### src/rtl/mac_seq.sv
`default_nettype none
// ============================================================================
// Module      : mac_seq
// Description : Job-level sequencer for the shared vector MAC datapath.
//               It accepts a job command (mode, beat count, bias) and streams
//               operand beats into one MAC. Each MAC result is fed back as
//               the next partial sum, and the final 24-bit accumulation is
//               returned on a result handshake.
//               Optional build macro MAC_SEQ_STALL_CNT_EN adds o_stall_cnt,
//               a saturating count of RUN cycles spent waiting for operands.
// Revision    : 1.0 - initial release
// ============================================================================
module mac_seq #(
    parameter int LEN_W = 8
) (
    input  logic             i_clk,
    input  logic             i_rst,
    // Job command
    input  logic             i_cmd_valid,
    output logic             o_cmd_ready,
    input  logic [1:0]       i_cmd_mode,
    input  logic [LEN_W-1:0] i_cmd_len,
    input  logic [23:0]      i_cmd_bias,
    // Operand beats
    input  logic             i_op_valid,
    output logic             o_op_ready,
    input  logic [255:0]     i_op_a,
    input  logic [255:0]     i_op_b,
    input  logic [7:0]       i_op_scale_a,
    input  logic [7:0]       i_op_scale_b,
    // MAC datapath
    output logic [1:0]       o_mac_mode,
    output logic [23:0]      o_mac_psum,
    output logic [255:0]     o_mac_a,
    output logic [255:0]     o_mac_b,
    output logic [7:0]       o_mac_scale_a,
    output logic [7:0]       o_mac_scale_b,
    input  logic [23:0]      i_mac_result,
    // Job result
    output logic             o_res_valid,
    input  logic             i_res_ready,
    output logic [23:0]      o_res_data,
    output logic             o_res_err
`ifdef MAC_SEQ_STALL_CNT_EN
    ,
    output logic [15:0]      o_stall_cnt
`endif
);

    typedef enum logic [1:0] {
        ST_IDLE = 2'd0,
        ST_RUN  = 2'd1,
        ST_DONE = 2'd2
    } state_t;

    localparam logic [1:0]       c_MODE_ILLEGAL = 2'd3;
    localparam logic [LEN_W-1:0] c_LEN_ZERO     = '0;
    localparam logic [LEN_W-1:0] c_LEN_ONE      = LEN_W'(1);

    state_t           r_state_q, w_state_d;
    logic [23:0]      r_acc_q,   w_acc_d;
    logic [LEN_W-1:0] r_cnt_q,   w_cnt_d;
    logic [LEN_W-1:0] r_len_q,   w_len_d;
    logic [1:0]       r_mode_q,  w_mode_d;
    logic             r_err_q,   w_err_d;

    logic w_in_idle;
    logic w_in_run;
    logic w_in_done;
    logic w_cmd_fire;
    logic w_op_fire;
    logic w_res_fire;
    logic w_last_beat;
    logic w_gate;

    assign w_in_idle   = (r_state_q == ST_IDLE);
    assign w_in_run    = (r_state_q == ST_RUN);
    assign w_in_done   = (r_state_q == ST_DONE);
    assign w_cmd_fire  = w_in_idle & i_cmd_valid;
    assign w_op_fire   = w_in_run  & i_op_valid;
    assign w_res_fire  = w_in_done & i_res_ready;
    // len_r is never zero in RUN, so len_r-1 cannot underflow here
    assign w_last_beat = (r_cnt_q == (r_len_q - c_LEN_ONE));
    // Operands reach the MAC only for a live beat; otherwise the MAC sees 0
    assign w_gate      = w_in_run & i_op_valid;

    // Handshakes and status are decoded from state only
    assign o_cmd_ready   = w_in_idle;
    assign o_op_ready    = w_in_run;
    assign o_res_valid   = w_in_done;
    assign o_res_data    = w_in_done ? r_acc_q : 24'd0;
    assign o_res_err     = w_in_done & r_err_q;

    assign o_mac_mode    = r_mode_q;
    assign o_mac_psum    = w_in_run ? r_acc_q : 24'd0;
    assign o_mac_a       = w_gate ? i_op_a       : 256'd0;
    assign o_mac_b       = w_gate ? i_op_b       : 256'd0;
    assign o_mac_scale_a = w_gate ? i_op_scale_a : 8'd0;
    assign o_mac_scale_b = w_gate ? i_op_scale_b : 8'd0;

    // Next-state, accumulator and job-context computation
    always_comb begin
        w_state_d = r_state_q;
        w_acc_d   = r_acc_q;
        w_cnt_d   = r_cnt_q;
        w_len_d   = r_len_q;
        w_mode_d  = r_mode_q;
        w_err_d   = r_err_q;
        unique case (r_state_q)
            ST_IDLE: begin
                if (w_cmd_fire) begin
                    w_mode_d = i_cmd_mode;
                    w_len_d  = i_cmd_len;
                    w_acc_d  = i_cmd_bias;
                    w_cnt_d  = c_LEN_ZERO;
                    w_err_d  = (i_cmd_mode == c_MODE_ILLEGAL);
                    // Illegal or empty jobs skip straight to the result
                    if ((i_cmd_mode == c_MODE_ILLEGAL) || (i_cmd_len == c_LEN_ZERO)) begin
                        w_state_d = ST_DONE;
                    end else begin
                        w_state_d = ST_RUN;
                    end
                end
            end
            ST_RUN: begin
                if (w_op_fire) begin
                    // MAC output is taken verbatim; wrap/saturation live in the MAC
                    w_acc_d = i_mac_result;
                    w_cnt_d = r_cnt_q + c_LEN_ONE;
                    if (w_last_beat) begin
                        w_state_d = ST_DONE;
                    end
                end
            end
            ST_DONE: begin
                if (w_res_fire) begin
                    w_state_d = ST_IDLE;
                end
            end
            default: begin
                w_state_d = ST_IDLE;
            end
        endcase
    end

    // Sequencer registers; reset abandons any job in flight
    always_ff @(posedge i_clk) begin
        if (i_rst) begin
            r_state_q <= ST_IDLE;
            r_acc_q   <= 24'd0;
            r_cnt_q   <= c_LEN_ZERO;
            r_len_q   <= c_LEN_ZERO;
            r_mode_q  <= 2'd0;
            r_err_q   <= 1'b0;
        end else begin
            r_state_q <= w_state_d;
            r_acc_q   <= w_acc_d;
            r_cnt_q   <= w_cnt_d;
            r_len_q   <= w_len_d;
            r_mode_q  <= w_mode_d;
            r_err_q   <= w_err_d;
        end
    end

`ifdef MAC_SEQ_STALL_CNT_EN
    logic [15:0] r_stall_q, w_stall_d;

    // Count RUN cycles starved of operands; cleared per job, saturating
    always_comb begin
        w_stall_d = r_stall_q;
        if (w_cmd_fire) begin
            w_stall_d = 16'd0;
        end else if (w_in_run && !i_op_valid && (r_stall_q != 16'hFFFF)) begin
            w_stall_d = r_stall_q + 16'd1;
        end
    end

    // Stall counter register
    always_ff @(posedge i_clk) begin
        if (i_rst) begin
            r_stall_q <= 16'd0;
        end else begin
            r_stall_q <= w_stall_d;
        end
    end

    assign o_stall_cnt = r_stall_q;
`endif

endmodule
`default_nettype wire

### config.mk
export PLATFORM = sky130hd
export DESIGN_NAME = mac_seq
export DESIGN_NICKNAME = d
export VERILOG_FILES = /design/src/rtl/mac_seq.sv
export SDC_FILE = /design/constraint.sdc
export NUM_CORES = 1
export LEC_CHECK = 0
export BUFFER_PORTS_ARGS = -buffer_cell sky130_fd_sc_hd__buf_2
export CAP_MARGIN = 20
export CELL_PAD_IN_SITES_DETAIL_PLACEMENT = 0
export CELL_PAD_IN_SITES_GLOBAL_PLACEMENT = 1
export CORE_AREA = 2 2 457 459
export DETAILED_ROUTE_END_ITERATION = 16
export DIE_AREA = 0 0 459 461
export GPL_ROUTABILITY_DRIVEN = 0
export GPL_TIMING_DRIVEN = 0
export PLACE_DENSITY_LB_ADDON = 0.1
export RECOVER_POWER = 25
export SLEW_MARGIN = 25
export SYNTH_ARGS = -nofsm -noshare
export SYNTH_HDL_FRONTEND = slang
export SYNTH_SLANG_ARGS = --single-unit
### constraint.sdc
create_clock -name i_clk -period 3.55 [get_ports i_clk]
set_input_delay 0.355 -clock i_clk [delete_from_list [all_inputs] [get_ports i_clk]]
set_output_delay 0.355 -clock i_clk [all_outputs]
set_load 0.1 [all_outputs]
== Yosys cells after proc, flatten, opt, wreduce, memory -nomap -nowiden ==
Cells that the tools add are included.

* Register bits: 45
* Word-level logic and storage cells: 45
* Input port bits: 591
* Output and inout port bits: 582

* Muxes and demuxes: 18
* Reduce and logical (&&, ||, !) cells: 7
* Add/subtract/negate cells: 2
* Bitwise logic cells: 4
* Equality and inequality tests: 8

{| class="wikitable"
|+ Operator list
! operator !! number
|-
| $mux W256 || 2
|-
| $mux W24 || 4
|-
| $pmux W24 S2 || 1
|-
| $mux W8 || 4
|-
| $pmux W8 S2 || 1
|-
| $mux W2 || 5
|-
| $add A8 B1 Y8 const B || 1
|-
| $eq A8 B8 Y1 || 1
|-
| $logic_not A8 Y1 || 1
|-
| $ne A2 B1 Y1 const B || 4
|-
| $sub A8 B1 Y8 const B || 1
|-
| $pmux W2 S3 || 1
|-
| $and A1 B1 Y1 || 4
|-
| $eq A2 B2 Y1 const B || 2
|-
| $reduce_and A4 Y1 || 1
|-
| $reduce_and A3 Y1 || 1
|-
| $eq A2 B1 Y1 const B || 1
|-
| $logic_not A2 Y1 || 1
|-
| $reduce_and A2 Y1 || 1
|-
| $reduce_bool A2 Y1 || 1
|-
| $logic_or A1 B1 Y1 || 1
|}

== Logic depth before layout (Yosys ltp) ==
Gate-level depths: netlist of run 1.

* Depth in word-level cells: 5
* Gate-level depth with buffers: 7
* Gate-level depth less buffers: 7

== Worst setup path before layout of run 1 ==
No wires, ideal clock.

* Kind: register to output
* From: register r_state_q[0]
* To: output o_mac_psum[14]
* Data arrival time: 2.599 ns
* Stages on the path, launching flop included: 5
* Data required time: 3.195 ns
* Setup slack: 0.596 ns
* Path buffers: 2
* Cell sequence: dfxtp_1 -> nor2b_1 -> buf_2 -> clkbuf_1 -> and2_1

* Longest elaborated chain between the ends: 2

{| class="wikitable"
|+ Ends and longest elaborated chain
! item !! RTL line !! source
|-
| start, declared || 60 || <nowiki>state_t r_state_q, w_state_d;</nowiki>
|-
| start signal, assigned || 156 || <nowiki>r_state_q <= w_state_d;</nowiki>
|-
| $eq A2 B1 Y1 || 77 || <nowiki>assign w_in_run = (r_state_q == ST_RUN);</nowiki>
|-
| net o_op_ready || 26 || <nowiki>output logic o_op_ready,</nowiki>
|-
| $mux W24 || 95 || <nowiki>assign o_mac_psum = w_in_run ? r_acc_q : 24'd0;</nowiki>
|-
| end, declared || 33 || <nowiki>output logic [23:0] o_mac_psum,</nowiki>
|}

The timed path passes the listed nets, and every way through them passes these cells.

== Final worst setup path of run 1 ==
* From: register r_state_q[0]
* To: output o_mac_a[99]

* Longest elaborated chain between the ends: 3

{| class="wikitable"
|+ Ends and longest elaborated chain
! item !! RTL line !! source
|-
| $eq A2 B1 Y1 || 77 ||
|-
| $and A1 B1 Y1 || 85 || <nowiki>assign w_gate = w_in_run & i_op_valid;</nowiki>
|-
| $mux W256 || 96 || <nowiki>assign o_mac_a = w_gate ? i_op_a : 256'd0;</nowiki>
|-
| end, declared || 34 || <nowiki>output logic [255:0] o_mac_a,</nowiki>
|}

Every way passes these cells.

==> qor.csv, run 1 <==
stage,metric,value,unit
floorplan,die-area,212000,um^2
worst_setup_path,critical_path_required,3.19,ns
routing,dr.pass1.iters,4,
place,dp_hpwl,153,mm
sta,rsz0062_at_grt,no,
floorplan,start_util,3.02,%
routing,drt-initial-drc-count,690,
worst_setup_path,crit_path_start_kind,flop,
routing,vias,13148,
status,outcome,"finished, final reports clean",
yosys,synth-edff-count,0,
yosys,ys_seq_area_share,14.4,%
yosys,ys_ff_latch,45,
sta,tightest_slew,1.29,ns
sta,final_max_slew_viol_count,0,
sta,max_freq,0.301,GHz
sta,hold_viol_final,0,
yosys,synthDistinctLibCells,33,
global_route,grt_max_degree,17,
routing,drt-total-wl,162,mm
worst_setup_path,endpoint_kind,primary output,
sta,setup_viol,0,
cells_and_area,nets,2716,
global_route,grt_pass1_wl,189,mm
cells_and_area,layout_commonest_cell,buf_2,
worst_setup_path,crit_arrival,2.97,ns
cells_and_area,syn_to_final_growth,153,%
floorplan,die_x,459,um
sta,setup-tns-final,0,ns
floorplan,die_h,461,um
sta,finClkSkew,0.0106,ns
power_and_ir_drop,powerDensity,329,nW/um^2
global_route,grt-ovfl-total,0,
floorplan,ioPinCount,1173,
routing,routedWlPerCell,33.2,um
clocking,htree_levels,2,
yosys,synth-async-reset-ratio,0,%
clocking,cts_sinks,45,
routing,via_per_inst,2.71,
floorplan,core,206000,um^2
sta,period_share,93.7,%
yosys,synthCells,946,
routing,antenna_left,0,
power_and_ir_drop,vdd.ir_drop.worst,180,uV
global_route,grt_pass1_vias,13187,
sta,setup_slack,0.225,ns
clocking,cts_root_buffer,clkbuf_16,
clocking,clock_path_buffers,2,
clocking,path_clk_slew,0.08,ns
yosys,synth_top_area_share,53.2,%
floorplan,rows,167,
yosys,yosys-top-cells-area,"and3_1 53%, dfxtp_1 14%, clkbuf_1 7.9%, and2_1 5.1%, mux2i_1 4.0%",
power_and_ir_drop,p_leak,0.00965,uW
yosys,synth_area,6240,um^2
sta,slew_headroom,14.3,%
cells_and_area,mostFrequentLayoutCells,"1043 x buf_2, 531 x and3_1, 127 x clkbuf_1, 112 x clkbuf_2, 50 x and2_1",
yosys,ys_warn_count,0,
worst_setup_path,critPathMaxFanout,10,
flow_run,max_cap_viol_count,0,
sta,fin_crit,3.33,ns
clocking,clock_latency,0.31,ns
yosys,yosys_most_used_dff,dfxtp_1,
place,pre_cts_ws,-0.967,ns
cells_and_area,post_route_cells_drive_above_1_share,56.0,%
global_route,antenna_found_initial,151,
worst_setup_path,crit_type,reg2out,
place,portBuffers,1170,
routing,route.detailed.drc,0,
yosys,yosysTopAreaCell,and3_1,
cells_and_area,fin_cells,4859,
yosys,syn_avg_cell_area,6.60,um^2
place,dp.cells,4820,
yosys,synth_nets,1539,
clocking,cts_tree,built,
clocking,postCtsHoldBufs,0,
cells_and_area,fin_util,7.65,%
clocking,cts-buffers-inserted,5,
clocking,post_cts_buffers,0,
global_route,grt_usage,14.4,%
min_path,hold_class,in2reg,
cells in the mapped netlist (2+ instances only):
cell type and number:
inv_1 2, clkbuf_1 132, xnor2_1 9, o21bai_1 2
nor3_1 4, nand2_1 26, nand2b_1 4, nor4_1 2
nor2b_1 3, dfxtp_1 45, and2_1 51, mux2i_1 25
xor2_1 7, a211oi_1 26, ha_1 2, and3_1 531
nor2_1 34, buf_2 5, a21oi_1 16, nand3_1 5
nand4_1 3
report_power, final:
group	internal [uW]	switching [uW]	total, uW
registers	549	97.0	646
clock network	340	265	606
logic	685	3260	3950
total	1570	3630	5200
cell type report:
cell class / count / area [um^2]
sequential: 45 / 901
multi-input combinational: 761 / 4810
antenna: 31 / 77.6
clock buffer: 5 / 125
timing repair buffer: 1170 / 5890
clock inverter: 3 / 50.0
inverter: 2 / 7.51
buffer: 138 / 556
tap: 2704 / 3380
fill: 24721 / 191000
sequential cells by signal, indices dropped and copies added (netlist names):
register    cells
r_state_q       2
r_err_q         1
r_cnt_q         8
o_mac_mode      2
r_len_q         8
r_acc_q        24
cells by family (layout without fill, tap and decap cells):
family / count (synthesis) / count (layout) / synth area share, %
AOI/OAI and AO/OA: 52 / 52 / 5.89
DFF: 45 / 45 / 14.4
adders and majority gates: 2 / 2 / 0.401
and+or+nand+nor: 666 / 666 / 64.5
xor gates and xnor gates: 16 / 16 / 2.25
muxes: 25 / 25 / 4.01
other: 0 / 31 / 0
buffers and inverters: 140 / 1318 / 8.52
worst paths after layout:
check,end,startpoint,slack [ns],depth (start not counted)
min,r_len_q[1]$_SDFFE_PP0P_,i_cmd_len[1],0.31,3
min reg2reg,r_err_q$_SDFFE_PP0P_,r_err_q$_SDFFE_PP0P_,0.46,2
max,o_mac_a[99],r_state_q[0]$_SDFFE_PP0P_,0.22,5
max reg2reg,r_acc_q[14]$_SDFFE_PP0P_,r_state_q[0]$_SDFFE_PP0P_,0.70,5
stage by stage:
step / hold WS [ns] / power [uW] / cell area (um^2)
finish: 0.315 / 5200 / 15800
CTS: 0.301 / 5340 / 15700
global route: 0.323 / 5420 / 15700
detailed placement: 0.451 / 4700 / 15500
floorplan: 0.432 / 3190 / 6240
global placement: 0.452 / 4710 / 15500
layer usage:
layer	vias to the layer above	share of wire, %	wire length, um	track usage, %
met5	-	0.37	604	0
met3	184	11	17300	6.64
met4	88	0.46	751	0.182
li1	5794	-	-	-
met1	6259	35	56800	15.0
met2	823	53	86100	27.6
timing repair:
item | 4_1_cts | 5_1_grt
resized for setup | 38 | 3
pin swaps | 0 | 0
setup endpoints to repair | 543 | 2
critical path, cell delays in order, from the launching register on:
cell and delay [ns]:
dfxtp_1 0.46, nor2b_4 0.33, clkbuf_2 0.35, clkbuf_1 0.60, and3_1 0.43, buf_2 0.49
No activity file was read; power rests on OpenSTA's default activity.
==> inputs of run 2 (changes only) <==
CORE_AREA = 2 2 462 464   (was 2 2 457 459)
DIE_AREA = 0 0 464 466   (was 0 0 459 461)
GPL_TIMING_DRIVEN = unset   (was 0)
clock period = 3.05 ns   (was 3.55 ns; I/O delays follow)
==> run 2 against run 1 <==
Compared with the run above: non-clock buffer count decreased by 108; worst setup slack improved by 0.063 ns; cell count increased by 0.56%; sequential share of layout area decreased by 1.2 points; clock skew increased by 0.00085 ns; sequential power increased by 8.8%; routed wire length decreased by 1.3%; first-iteration DRC count decreased by 20%; cell area increased by 28%.
==> qor.csv, run 2 (same netlist as run 1, synthesis figures left out) <==
stage,metric,value,unit
status,outcome,"finished, final reports clean",
min_path,hp-start,i_cmd_mode[0],
sta,period_share,90.6,%
clocking,cts-buffers-inserted,5,
worst_setup_path,r2r_cells,7,
cells_and_area,largest_reg_flops,24,
sta,fin_crit,2.76,ns
worst_setup_path,critical_path_required,2.74,ns
worst_setup_path,reg2reg_to,r_state_q[0]$_SDFFE_PP0P_,
place,portBuffers,1172,
power_and_ir_drop,powerDensity,317,nW/um^2
routing,antenna_left,0,
global_route,grt-ovfl-total,0,
power_and_ir_drop,finalPower,6400,uW
cells_and_area,final.fill_count,24751,
routing,route.detailed.drc,0,
floorplan,die-area,216000,um^2
clocking,clock_path_buffers,2,
sta,max_freq,0.362,GHz
cells_and_area,top_regs,"r_acc_q (24), r_cnt_q (8), r_len_q (8)",
clocking,clock_latency,0.31,ns
sta,tightest_slew,1.22,ns
sta,setup-tns-final,0,ns
power_and_ir_drop,p_leak,0.0105,uW
routing,via_per_inst,2.64,
power_and_ir_drop,vdd.ir_drop.worst,196,uV
clocking,cts_tree,built,
clocking,path_clk_slew,0.08,ns
worst_setup_path,crit_arrival,2.46,ns
min_path,hold_class,in2reg,
floorplan,rows,169,
global_route,grt_max_degree,107,
routing,drt-initial-drc-count,554,
floorplan,ioPinCount,1173,
worst_setup_path,crit_type,in2out,
cells_and_area,largest-register,r_acc_q,
sta,setup_viol,0,
routing,routedWlPerCell,32.6,um
clocking,cts_sinks,45,
worst_setup_path,path_cells,clkbuf_4 > clkbuf_2 > and3_1 > clkbuf_2,
cells_and_area,layout_commonest_cell,buf_2,
cells_and_area,mostFrequentLayoutCells,"766 x buf_2, 531 x and3_1, 307 x buf_12, 97 x clkbuf_2, 51 x and2_1",
worst_setup_path,crit_path_start_kind,input port,
cells_and_area,syn_to_final_growth,224,%
worst_setup_path,endpoint_kind,primary output,
clocking,post_cts_buffers,0,
floorplan,die_x,464,um
worst_setup_path,r2r_start,r_len_q[0]$_SDFFE_PP0P_,
sta,slew_headroom,19.0,%
global_route,antenna_found_initial,247,
worst_setup_path,rrSetupSlack,0.68,ns
sta,hold_viol_final,0,
routing,drt-total-wl,159,mm
place,dp_hpwl,147,mm
routing,vias,12879,
floorplan,core,211000,um^2
sta,rsz0062_at_grt,no,
min_path,hold_depth,3,
sta,finClkSkew,0.0115,ns
routing,dr.pass1.iters,5,
clocking,cts_resized,0,
global_route,grt_usage,14.0,%
global_route,grt_pass1_vias,12880,
floorplan,die_h,466,um
clocking,cts_root_buffer,clkbuf_16,
clocking,postCtsHoldBufs,0,
worst_setup_path,crit_slowest_cell,clkbuf_4,
global_route,grt_pass1_wl,189,mm
worst_setup_path,critPathMaxFanout,32,
worst_setup_path,cpPeakStageDelay,0.59,ns
cells_and_area,nets,2608,
clocking,htree_levels,2,
min_path,min_to,o_mac_mode[0]$_SDFFE_PP0P_,
worst_setup_path,crit_top_cell,clkbuf_2,
flow_run,max_cap_viol_count,0,
sta,final_max_slew_viol_count,0,
sta,timing.hold.ws,0.255,ns
floorplan,start_util,2.95,%
cells_and_area,post_route_cells_drive_above_1_share,59.8,%
-- run 2: cell count changes in the layout (fill, tap and decap cells not counted), sizes merged --
cell    change
buf        +27
inv         -1
clkbuf    -134
diode      +18
-- run 2: stage by stage --
stage	std cells	util (%)	setup WS (ns)	cell area, um^2
5_1_grt	4854	9.52	0.103	20100
4_1_cts	4837	9.72	0.289	20500
6_report	4886	9.56	0.288	20200
3_5_place_dp	4829	9.64	0.669	20400
2_1_floorplan	946	-	0.146	6240
3_3_place_gp	4829	9.64	0.638	20400
-- run 2: layout make-up --
cell class	instances	area, um^2	share of cell area [%]
Antenna cell	49	123	0.607
Clock buffer	6	129	0.638
Clock inverter	2	38.8	0.192
Inverter	2	7.51	0.0372
Multi-Input combinational cell	761	4810	23.8
Sequential cell	45	901	4.46
Tap cell	2821	3530	17.5
Timing Repair Buffer	1200	10700	52.8
-- run 2: worst max-delay path by stage --
stage,from,end,depth (start not counted),slack (ns)
3_5_place_dp,r_state_q[0]$_SDFFE_PP0P_,o_mac_a[177],5,0.67
5_1_grt,i_op_valid,o_mac_b[176],4,0.10
6_report,i_op_valid,o_mac_b[172],4,0.29
2_1_floorplan,r_state_q[0]$_SDFFE_PP0P_,o_mac_psum[14],4,0.15
3_3_place_gp,r_state_q[0]$_SDFFE_PP0P_,o_mac_a[177],5,0.64
4_1_cts,r_state_q[0]$_SDFFE_PP0P_,o_mac_a[177],5,0.29
-- run 2: routing by layer --
layer,track usage [%],part of all wire (%),up-vias
met5,0,0.58,-
met4,0.326,1.8,144
met3,6.93,10,362
met2,29.6,57,877
met1,12.1,30,5893
li1,-,-,5603
-- run 2: worst max-delay path, delay by kind of cell --
family	cells	cell delay [ns]
simple gates	1	0.36
buf+inv	3	1.69
-- run 2: power by group --
group,leakage [uW],internal [uW],switching [uW],total (uW)
clock network,0.0000814,390,284,674
logic,0.0100,1300,3720,5020
registers,0.000371,639,63.6,703
total,0.0105,2330,4070,6400
